### src/rtl/mips_pkg.sv
// Shared definitions for the fetch stage: next-PC source encodings, fetch FSM
// state encodings, default NOP/reset values and a word-alignment helper.
package mips_pkg;

  typedef enum logic [1:0] {
    PCSRC_SEQ = 2'b00,
    PCSRC_BR  = 2'b01,
    PCSRC_J   = 2'b10,
    PCSRC_JR  = 2'b11
  } pcsrc_e;

  typedef enum logic [1:0] {
    ST_BOOT   = 2'b00,
    ST_RUN    = 2'b01,
    ST_HALTED = 2'b10
  } fetch_state_e;

  localparam logic [31:0] DEFAULT_NOP_WORD     = 32'h0000_0000;
  localparam logic [31:0] DEFAULT_RESET_VECTOR = 32'h0000_0000;

  function automatic logic [31:0] align_word(input logic [31:0] addr);
    return {addr[31:2], 2'b00};
  endfunction

endpackage

### src/rtl/pc_next_sel.sv
// Next-PC selector (combinational).
// Ports:
//   pcsrc_i          2   source select (PCSRC_SEQ/BR/J/JR)
//   pcplus4_i        32  sequential successor of the current PC
//   branch_target_i  32  branch target
//   jump_addr_i      32  jump address (aligned by construction)
//   jr_target_i      32  jump-register target
//   next_pc_o        32  selected next PC, forced to a word boundary
//   misaligned_o     1   selected target had non-zero low bits
module pc_next_sel
  import mips_pkg::*;
(
  input  logic [1:0]  pcsrc_i,
  input  logic [31:0] pcplus4_i,
  input  logic [31:0] branch_target_i,
  input  logic [31:0] jump_addr_i,
  input  logic [31:0] jr_target_i,
  output logic [31:0] next_pc_o,
  output logic        misaligned_o
);

  logic [31:0] raw_pc;

  always_comb begin
    raw_pc = pcplus4_i;
    case (pcsrc_i)
      PCSRC_SEQ: raw_pc = pcplus4_i;
      PCSRC_BR:  raw_pc = branch_target_i;
      PCSRC_J:   raw_pc = jump_addr_i;
      PCSRC_JR:  raw_pc = jr_target_i;
      default:   raw_pc = pcplus4_i;
    endcase
  end

  assign next_pc_o    = align_word(raw_pc);
  assign misaligned_o = (raw_pc[1:0] != 2'b00);

endmodule

### src/rtl/pc_fetch_stage.sv
// Instruction-fetch stage: program counter, next-PC selection, IF/ID latch,
// BOOT/RUN/HALTED control FSM and a saturating fetch counter.
// Ports:
//   Clk, Reset (async, active-low)
//   Stall, PCSrc[1:0], BranchTarget, JumpAddress, JumpRegTarget, Halt, Instruction
//   PC, PCPlus4 (combinational), IFID_Instruction, IFID_PCPlus4, IFID_Valid
//   Halted, AddrError (sticky), FetchCount (saturating), DbgState (FSM state)
// Flow control: IFID_Valid qualifies IFID_Instruction/IFID_PCPlus4; while
// Stall is high (and no redirect) the PC and the whole IF/ID latch hold, so ID
// sees the same instruction again on the next cycle.
module pc_fetch_stage
  import mips_pkg::*;
#(
  parameter logic [31:0] RESET_VECTOR = DEFAULT_RESET_VECTOR,
  parameter logic [31:0] NOP_WORD     = DEFAULT_NOP_WORD
) (
  input  logic        Clk,
  input  logic        Reset,
  input  logic        Stall,
  input  logic [1:0]  PCSrc,
  input  logic [31:0] BranchTarget,
  input  logic [31:0] JumpAddress,
  input  logic [31:0] JumpRegTarget,
  input  logic        Halt,
  input  logic [31:0] Instruction,
  output logic [31:0] PC,
  output logic [31:0] PCPlus4,
  output logic [31:0] IFID_Instruction,
  output logic [31:0] IFID_PCPlus4,
  output logic        IFID_Valid,
  output logic        Halted,
  output logic        AddrError,
  output logic [31:0] FetchCount,
  output logic [1:0]  DbgState
);

  fetch_state_e state_q, state_d;
  logic [31:0]  pc_q, pc_d;
  logic [31:0]  ifid_instr_q, ifid_instr_d;
  logic [31:0]  ifid_pc4_q, ifid_pc4_d;
  logic         ifid_valid_q, ifid_valid_d;
  logic         addr_err_q, addr_err_d;
  logic [31:0]  fcount_q, fcount_d;

  logic [31:0]  pc_plus4;
  logic [31:0]  redirect_pc;
  logic         redirect_misaligned;

  // Wraps mod 2^32 with no error indication.
  assign pc_plus4 = pc_q + 32'd4;

  pc_next_sel u_next_sel (
    .pcsrc_i        (PCSrc),
    .pcplus4_i      (pc_plus4),
    .branch_target_i(BranchTarget),
    .jump_addr_i    (JumpAddress),
    .jr_target_i    (JumpRegTarget),
    .next_pc_o      (redirect_pc),
    .misaligned_o   (redirect_misaligned)
  );

  always_comb begin
    state_d      = state_q;
    pc_d         = pc_q;
    ifid_instr_d = ifid_instr_q;
    ifid_pc4_d   = ifid_pc4_q;
    ifid_valid_d = ifid_valid_q;
    addr_err_d   = addr_err_q;
    fcount_d     = fcount_q;
    case (state_q)
      ST_BOOT: begin
        // Single bubble cycle while the first imem read settles.
        ifid_instr_d = NOP_WORD;
        ifid_valid_d = 1'b0;
        state_d      = ST_RUN;
      end
      ST_RUN: begin
        if (PCSrc != PCSRC_SEQ) begin
          // The redirecting instruction is older than any stall or halt in ID.
          pc_d         = redirect_pc;
          ifid_instr_d = NOP_WORD;
          ifid_valid_d = 1'b0;
          if (redirect_misaligned) addr_err_d = 1'b1;
        end else if (Halt && ifid_valid_q) begin
          state_d      = ST_HALTED;
          ifid_instr_d = NOP_WORD;
          ifid_valid_d = 1'b0;
        end else if (!Stall) begin
          pc_d         = pc_plus4;
          ifid_instr_d = Instruction;
          ifid_pc4_d   = pc_plus4;
          ifid_valid_d = 1'b1;
          if (fcount_q != 32'hFFFF_FFFF) fcount_d = fcount_q + 32'd1;
        end
      end
      ST_HALTED: begin
        ifid_valid_d = 1'b0;
      end
      default: begin
        state_d = ST_BOOT;
      end
    endcase
  end

  always_ff @(posedge Clk or negedge Reset) begin
    if (!Reset) begin
      state_q      <= ST_BOOT;
      pc_q         <= RESET_VECTOR;
      ifid_instr_q <= NOP_WORD;
      ifid_pc4_q   <= 32'h0;
      ifid_valid_q <= 1'b0;
      addr_err_q   <= 1'b0;
      fcount_q     <= 32'h0;
    end else begin
      state_q      <= state_d;
      pc_q         <= pc_d;
      ifid_instr_q <= ifid_instr_d;
      ifid_pc4_q   <= ifid_pc4_d;
      ifid_valid_q <= ifid_valid_d;
      addr_err_q   <= addr_err_d;
      fcount_q     <= fcount_d;
    end
  end

  assign PC               = pc_q;
  assign PCPlus4          = pc_plus4;
  assign IFID_Instruction = ifid_instr_q;
  assign IFID_PCPlus4     = ifid_pc4_q;
  assign IFID_Valid       = ifid_valid_q;
  assign Halted           = (state_q == ST_HALTED);
  assign AddrError        = addr_err_q;
  assign FetchCount       = fcount_q;
  assign DbgState         = state_q;

endmodule

### config.mk
export PLATFORM = sky130hd
export DESIGN_NAME = pc_fetch_stage
export DESIGN_NICKNAME = d
export VERILOG_FILES = /design/src/rtl/mips_pkg.sv /design/src/rtl/pc_next_sel.sv /design/src/rtl/pc_fetch_stage.sv
export SDC_FILE = /design/constraint.sdc
export NUM_CORES = 1
export LEC_CHECK = 0
export CORE_MARGIN = 5
export CORE_UTILIZATION = 45
export DETAILED_ROUTE_END_ITERATION = 8
export DONT_BUFFER_PORTS = 1
export HOLD_SLACK_MARGIN = 0.12
export PLACE_DENSITY = 0.67
export SLEW_MARGIN = 15
export SYNTH_ARGS = -nofsm -noshare
export SYNTH_HDL_FRONTEND = slang
export SYNTH_SLANG_ARGS = --single-unit
### constraint.sdc
create_clock -name Clk -period 2 [get_ports Clk]
set_input_delay 0.4 -clock Clk [delete_from_list [all_inputs] [get_ports Clk]]
set_output_delay 0.4 -clock Clk [all_outputs]
set_load 0.01 [all_outputs]
## After elaboration in Yosys (flattened, before gate mapping)

Index checks and enable logic that the tools add are counted.

| storage, ports and cells | value |
|---|---|
| bits of input ports | 134 |
| register bits after elaboration | 132 |
| logic and storage cells | 54 |
| output and inout bits | 165 |

| cells by class | value |
|---|---|
| mux-type cells | 15 |
| equality and inequality tests | 11 |
| $add $sub $neg | 2 |
| bitwise gates (word level) | 4 |
| reductions and logical operators | 15 |

Operator list:

| operator | number |
|---|---|
| two-way mux 32 bit | 6 |
| case mux 32 bit (4 select lines) | 1 |
| case mux 32 bit (2 select lines) | 1 |
| adder 32 x 1 -> 32 bit (second input constant) | 1 |
| adder 32 x 3 -> 32 bit (second input constant) | 1 |
| != test 32 bit (second input constant) | 1 |
| AND reduction 3 bit | 3 |
| nonzero test 2 bit | 4 |
| equality test 2 bit (second input constant) | 3 |
| != test 2 bit (second input constant) | 3 |
| case mux 2 bit (3 select lines) | 1 |
| AND reduction 5 bit | 1 |
| equality test 2 x 1 -> 1 bit (second input constant) | 2 |
| logical NOT 2 bit | 2 |
| two-way mux 2 bit | 2 |
| != test 4 bit (second input constant) | 1 |
| inverter 1 bit | 4 |
| AND reduction 2 bit | 2 |
| AND reduction 4 bit | 1 |
| two-way mux 1 bit | 3 |
| != test 2 x 1 -> 1 bit (second input constant) | 1 |
| case mux 1 bit (2 select lines) | 1 |
| OR reduction 2 bit | 1 |
| logical AND 1 bit | 1 |

## Longest topological paths before layout

Gate-level depths: netlist (run 1).

| depth | value |
|---|---|
| word-level depth | 4 |
| gate-level depth with buffers | 9 |
| depth with buffers taken out | 6 |

## Cells and area by module

Synthesis (run 1) repeated with hierarchy kept, for this count alone.

| second synthesis, totals | value |
|---|---|
| cell total of the unflattened synthesis | 656 |
| area, all modules | 7,115.6 µm² |

By module, submodules not included:

| module | area an instance (µm²) | instances | seq. area each (µm²) | cells each |
|---|---|---|---|---|
| pc_fetch_stage | 6,321.1 | 1 | 3,303.2 | 612 |
| pc_next_sel | 794.5 | 1 | 0.0 | 44 |

## Least setup slack after synthesis (run 1)

Ideal clock, no wire load.

| timing path | value |
|---|---|
| kind | register -> output |
| start point | reg pc_q[2] (netlist: PC[2]) |
| end point | out PCPlus4[24] |
| stages on the path, launching flop included | 6 |
| data arrival time | 1,781 ps |
| slack | -181 ps |
| buffers on the path | 0 |
| data required time | 1,600 ps |
| cells stage by stage | dfrtp_1 ha_1 nand4_1 nor4_2 nand3_1 xnor2_1 |

| on the way | value |
|---|---|
| word-level cells in the longest chain between the ends | 1 |

RTL lines:

| element | RTL line | RTL |
|---|---|---|
| start: declaration | pc_fetch_stage.sv:38 | `logic [31:0] pc_q, pc_d;` |
| start signal: assignment | pc_fetch_stage.sv:116 | `pc_q <= pc_d;` |
| adder 32 x 3 -> 32 bit | pc_fetch_stage.sv:50 | `assign pc_plus4 = pc_q + 32'd4;` |
| end: declaration | pc_fetch_stage.sv:27 | `output logic [31:0] PCPlus4,` |

No other way between the ends.

## Final worst setup path (run 1)

| timing path | value |
|---|---|
| start point | reg pc_q[2] (netlist: PC[2]) |
| end point | out PCPlus4[22] |

Same word-level chain as after synthesis.

==> metrics, run 1 <==
status=complete, but fails checks; failing checks=hold timing, setup timing; ANT cells=0; Logic pwr share=24.7%; DRC=0; ys flop type=dfrtp_1; #FFs+latches synth=128; nets=1,022; Lkg Pwr=0.00426 uW; all-layer global routing usage=25.4%; initial core utilization=45.8%; share of the clock period used by the worst path=130%; GRT overflow=0; std cell rows=45; largest net degree at the start of global routing=129; Synth Warn #=0; unrepaired setup endpoints after global routing=true; FFs w/ async S/R, synth=100%; initial antenna violation count=0; CP required=1.60 ns; first drt pass iteration count=5; vias in the first global route=6,560; Fillers=1,171; remaining antenna violation count=0; CTS Hold Bufs=18; dpl cell area=7920 um2; worst hold-check slack=-0.322 ns; worst-margin pin slew=0.612 ns; design area=9570 um2; Area growth syn-to-layout=38.0%; slack of the critical path=-0.596 ns; startpoint types=register; register area share after synthesis=46.2%; post-DR vias/cell=5.98; first-pass GRT wire length=36,200 um; WL final=24,000 um; GP Congestion=0.890; VDD IR max=575 uV; Clock Latency Late Sink=0.42 ns; chip height=134 um; Vias=6,496; DPL Wire Length=16,300 um; area of the multi-input gates=4040 um2; DRT iter0 DRCs=542; CTS Buf Count=17; slew margin rel.=59.1%; P_int=5980 uW; clock tree buffer depth=2; Sw Ratio=31.4%; Register Area=3210 um2; Core ar.=15,100 um2; critical path type=reg -> out; Die ar.=18,000 um2; I/O pin count=299; die width=134 um; Worst Path Arrival=2.20 ns; crit-path max FO=4; TritonCTS clock tree=yes; Pins Over Slew Limit=0; CP endpoint kind=output pin; total clock sinks=128; IO Port Bufs=0; Final min period=2.60 ns; EDFF count, synth=0; Mapped Cells=741; Power Dens Cells=911 nW/um2; layout cell share with drive strength beyond 1=33.0%; CTS root buf=clkbuf_16; final setup vio count=35; Clk pwr share=36.2%; Hold Vio Cnt, Final=128; synthesized area per cell=9.36 um2; Fmax=385 MHz; HP Class=in -> async; Synth Cell Area=6940 um2; most frequent cells in the layout=nand2_1 (159), buf_4 (131), dfrtp_1 (124), o21ai_0 (47), nor2_1 (30); htree depth=4; Placement Setup Slack=-0.0174 ns; most common cell after layout, fill and taps aside=nand2_1; Wirelength per Cell=22.1 um; Synth cell types=59; switching pwr=2740 uW; clock input transition at the sequential cells of the worst setup and hold paths=0.06 ns; Seq pwr share=39.1%; MaxCap Viol Count=0; Worst Skew=0.0135 ns
[sequential cells by signal, indices dropped and copies added (netlist names)]
signal / flops
FetchCount: 32
DbgState: 2
IFID_PCPlus4: 30
IFID_Valid: 1
PC: 30
AddrError: 1
IFID_Instruction: 32
[cells in the mapped netlist, drive strengths merged, types with 6 or more instances]
library cell	count	area share, %
xnor2	41	5.2
mux2i	17	2.5
inv	10	0.54
nand2	166	9.0
a21oi	22	1.6
nor2	36	1.9
nor4	13	1.7
mux2	30	4.9
nor3	17	1.5
buf	19	1.6
a2bb2oi	7	0.88
o21ai	50	3.6
xor2	16	2.0
nand3	29	2.1
nand4	24	2.4
dfrtp	128	46
mux4	6	1.9
clkbuf	31	1.7
and3	9	0.81
[per-stage QoR]
stage | hold WS (ns) | total power [uW] | util [%] | TNS [ns] | cells
after floorplan | 0.104 | 4480 | - | -0.00657 | 746
after global placement | 0.107 | 5140 | 52.3 | -0.0378 | 988
after detailed placement | 0.107 | 5210 | 52.3 | -0.0425 | 988
after CTS | -0.339 | 8560 | 60.6 | -7.75 | 1064
after global routing | -0.339 | 9060 | 63.2 | -14.12 | 1086
final | -0.322 | 8720 | 63.2 | -11.16 | 1086
[power groups by stage]
stage / clock network (uW) / logic [uW] / registers (uW)
6_report: 3160 / 2150 / 3410
5_1_grt: 3320 / 2290 / 3450
4_1_cts: 3200 / 1960 / 3400
3_5_place_dp: 0 / 1790 / 3430
3_3_place_gp: 0 / 1730 / 3410
2_1_floorplan: 0 / 977 / 3500
[final cells by class]
class | count | area share [%]
Tap cell | 188 | 2.46
Timing Repair Buffer | 171 | 15.2
Sequential cell | 128 | 33.5
Inverter | 10 | 0.392
Clock inverter | 10 | 1.42
Clock buffer | 21 | 4.81
Multi-Input combinational cell | 558 | 42.2
[worst paths after layout]
path / end / cells past startpoint / slack (ns) / start
worst max-delay path: PCPlus4[22] / 7 / -0.60 / PC[2]
worst min-delay path: IFID_PCPlus4[4] / 0 / -0.32 / Reset
worst max register to register: PC[22] / 13 / -0.53 / PC[2]
worst min register to register: IFID_PCPlus4[4] / 2 / 0.55 / IFID_PCPlus4[4]
max in group asynchronous: IFID_Instruction[16] / 0 / 2.13 / Reset
min in group Clk: IFID_Instruction[17] / 2 / 0.13 / Instruction[17]
[critical path, cell delays in order, from the launching register on]
cell and delay, ns:
dfrtp_2 0.41, ha_4 0.16, nand4_1 0.13, buf_6 0.18, nor4_4 0.42, nand2_2 0.14
xnor2_2 0.17, buf_4 0.16
[routing by layer]
layer  vias to the layer above  share of wire, %  track usage [%]
met5                         -                 0                0
met4                         0               2.2             7.69
met3                        50                10             7.88
met2                       392                50             43.3
met1                      3160                37             30.9
li1                       2894                 -                -
[kinds of logic (layout without fill, tap and decap cells)]
group / Yosys count / in the layout / share of synthesized area, %
xor+xnor: 57 / 57 / 7.19
flops: 128 / 128 / 46.2
other cells: 1 / 6 / 0.0540
fa+ha+maj: 2 / 2 / 0.361
compound gates: 128 / 128 / 11.7
mux: 53 / 53 / 9.27
simple gates: 312 / 312 / 21.4
buf+inv: 60 / 212 / 3.79
[repair_timing]
| action | CTS | global route |
|---|---|---|
| setup buffers | 27 | 24 |
| gates resized for setup | 50 | 46 |
| endpoints found under the setup margin | 26 | 53 |
| pin swaps | 18 | 37 |
| hold endpoints to repair | 146 | 128 |
Note: power is estimated with default switching activity, not from simulation.
==> run 2: changes to the inputs <==
GPL_TIMING_DRIVEN = 0   (was not set)
HOLD_SLACK_MARGIN = not set   (was 0.12)
==> run 2 against run 1 <==
The flow still finishes with violations (hold timing, setup timing). Sequential power rose by 10%. Clock power rose by 3%. First-iteration DRC count rose by 28%. Worst setup slack got worse by 0.15 ns. Cell count fell by 2.7%. Utilization rose by 1.5 points. Power rose by 2.4%. Critical path type unchanged. Critical endpoint is now PCPlus4[28].
==> metrics, run 2 (synthesis results as in run 1) <==
MaxCap Viol Count=0 (unchanged); crit-path max FO=8 (+4); Core ar.=15,100 um2 (unchanged); VDD IR max=568 uV (-1.3%); Sw Ratio=33.0% (+1.6 points); delay-heaviest family, CP=simple AND/OR/NAND/NOR gates; nets=988 (-3.3%); worst path buffer plus inverter count=2 (unchanged); CP dominant cell by count=buf_6; CTS root buf=clkbuf_16; unrepaired setup endpoints after global routing=true; slew margin rel.=50.9% (-8.2 points); worst reg2reg setup slack=-0.41 ns (+0.12 ns); Vias=6,706 (+3.2%); CP max-delay cell=dfrtp_2; Power Dens Cells=911 nW/um2 (about the same); I/O pin count=299 (unchanged); worst path cell trace=ha_4, nand4_1, buf_6, buf_6, nor4_4, nand3_2, xnor2_4; Pins Over Slew Limit=0 (unchanged); post-DR vias/cell=6.34 (+6.1%); Die ar.=18,000 um2 (unchanged); htree depth=4 (unchanged); startpoint types=register; layout cell share with drive strength beyond 1=36.4% (+3.5 points); final core utilization=64.7% (+1.5 points); worst-margin pin slew=0.736 ns (+0.124 ns); critical path type=reg -> out; Lkg Pwr=0.00420 uW (-1.6%); clock tree buffer depth=2 (unchanged); Fmax=364 MHz (-5.4%); Clk pwr share=36.5% (+0.3 points); Logic pwr share=21.4% (-3.3 points); first-pass GRT wire length=36,800 um (+1.8%); largest net degree at the start of global routing=129 (unchanged); P_int=5980 uW (about the same); total clock sinks=128 (unchanged); final setup vio count=67 (+91%); Worst Skew=0.0141 ns (+0.000527 ns); CP endpoint kind=output pin; IO Port Bufs=0 (unchanged); GRT overflow=0 (unchanged); DRT iter0 DRCs=693 (+28%); most frequent cells in the layout=nand2_1 (160), dfrtp_1 (97), buf_4 (70), o21ai_0 (46), dfrtp_2 (31); all-layer global routing usage=26.3% (+0.91 points); clock input transition at the sequential cells of the worst setup and hold paths=0.06 ns (about the same); first drt pass iteration count=5 (unchanged); HP Class=in -> async; std cell rows=45 (unchanged); initial antenna violation count=3 (+3); Area growth syn-to-layout=41.2%; chip height=134 um (unchanged); TritonCTS clock tree=yes; DRC=0 (unchanged); fin cells=1,057 (-2.7%); worst hold-check slack=-0.332 ns (-0.0108 ns); Fillers=1,119 (-4.4%); CTS Buf Count=17 (unchanged); Worst Path Arrival=2.35 ns (+0.15 ns); die width=134 um (unchanged); Wirelength per Cell=25.0 um (+13%); remaining antenna violation count=0 (unchanged); WL final=26,400 um (+10%); initial core utilization=45.8% (unchanged); status=complete, but fails checks; failing checks=hold timing, setup timing; design area=9800 um2 (+2.4%); Seq pwr share=42.1% (+3.0 points); Placed Cells=934 (-5.5%); most common cell after layout, fill and taps aside=nand2_1; Hold Vio Cnt, Final=128 (unchanged); share of the clock period used by the worst path=137% (+7.4 points); Clock Latency Late Sink=0.42 ns (about the same); GP Congestion=0.878 (-1.3%); Final Power=8930 uW (+2.4%); DPL Wire Length=17,000 um (+4.2%); dpl cell area=7290 um2 (-7.9%); slowest stage delay, CP=0.52 ns (+0.10 ns); switching pwr=2950 uW (+7.5%); vias in the first global route=6,512 (-0.73%); slack of the critical path=-0.745 ns (-0.149 ns); Final min period=2.75 ns (+0.149 ns); CP required=1.60 ns (about the same)
run 2: changes by cell type in the layout (fill, tap and decap cells not counted), sizes merged:
cell and delta:
clkinv +1, dlygate4sd3 -18, diode +4, clkbuf +29
clkinvlp -1, buf -44
run 2: worst reg2reg max path: stages, from the launching register on:
cell and delay, ns:
dfrtp_2 0.52, ha_4 0.20, buf_4 0.11, buf_6 0.09, and4_4 0.26, buf_6 0.11
nand2_4 0.06, xnor2_4 0.16, mux4_2 0.50, mux2_4 0.28
run 2: final cells by class:
cell class / count / area (um2) / area share (%)
multi-input cells: 558 / 4560 / 46.5
flip-flops and latches: 128 / 3240 / 33.1
repair buffers: 89 / 806 / 8.22
clock buffers: 22 / 474 / 4.84
plain buffers: 48 / 300 / 3.06
well taps: 188 / 235 / 2.40
clock inverters: 10 / 134 / 1.37
inverters: 10 / 37.5 / 0.383
diodes: 4 / 10.0 / 0.102
run 2: metrics by stage:
step                worst slack [ns]  setup TNS (ns)
floorplan                   -0.00657        -0.00657
global placement              -0.650          -55.76
detailed placement            -0.669          -59.61
CTS                           -0.612          -12.06
global route                  -0.744          -23.85
finish                        -0.745          -20.32
run 2: timing repair:
item,in CTS,in global routing
buffers inserted,38,55
hold endpoints to repair,128,128
pin swaps,35,54
resized for setup,134,121
cloned,0,0
endpoints found under the setup margin,151,127
run 2: final timing paths:
kind                                start                  end  depth (start not counted)
max                                 PC[2]          PCPlus4[28]                          7
min                                 Reset      IFID_PCPlus4[4]                          0
max reg2reg                         PC[2]                PC[8]                          9
min reg2reg                   DbgState[1]          DbgState[0]                          1
max in group asynchronous           Reset               PC[13]                          0
min in group Clk           Instruction[7]  IFID_Instruction[7]                          2
run 2: routing by layer:
| metal | routed length [um] | GRT usage (%) | up-vias |
|---|---|---|---|
| li1 | - | - | 2836 |
| met1 | 9660 | 32.4 | 3319 |
| met2 | 13000 | 43.3 | 456 |
| met3 | 2770 | 8.89 | 95 |
| met4 | 1060 | 8.94 | 0 |
| met5 | 0 | 0 | - |
run 2: power groups by stage:
| stage | Sequential (uW) | Combinational, uW | Clock (uW) |
|---|---|---|---|
| floorplan | 3500 | 977 | 0 |
| global placement | 3650 | 1200 | 0 |
| detailed placement | 3660 | 1240 | 0 |
| CTS | 3700 | 1530 | 3270 |
| global route | 3820 | 2030 | 3410 |
| finish | 3760 | 1910 | 3250 |
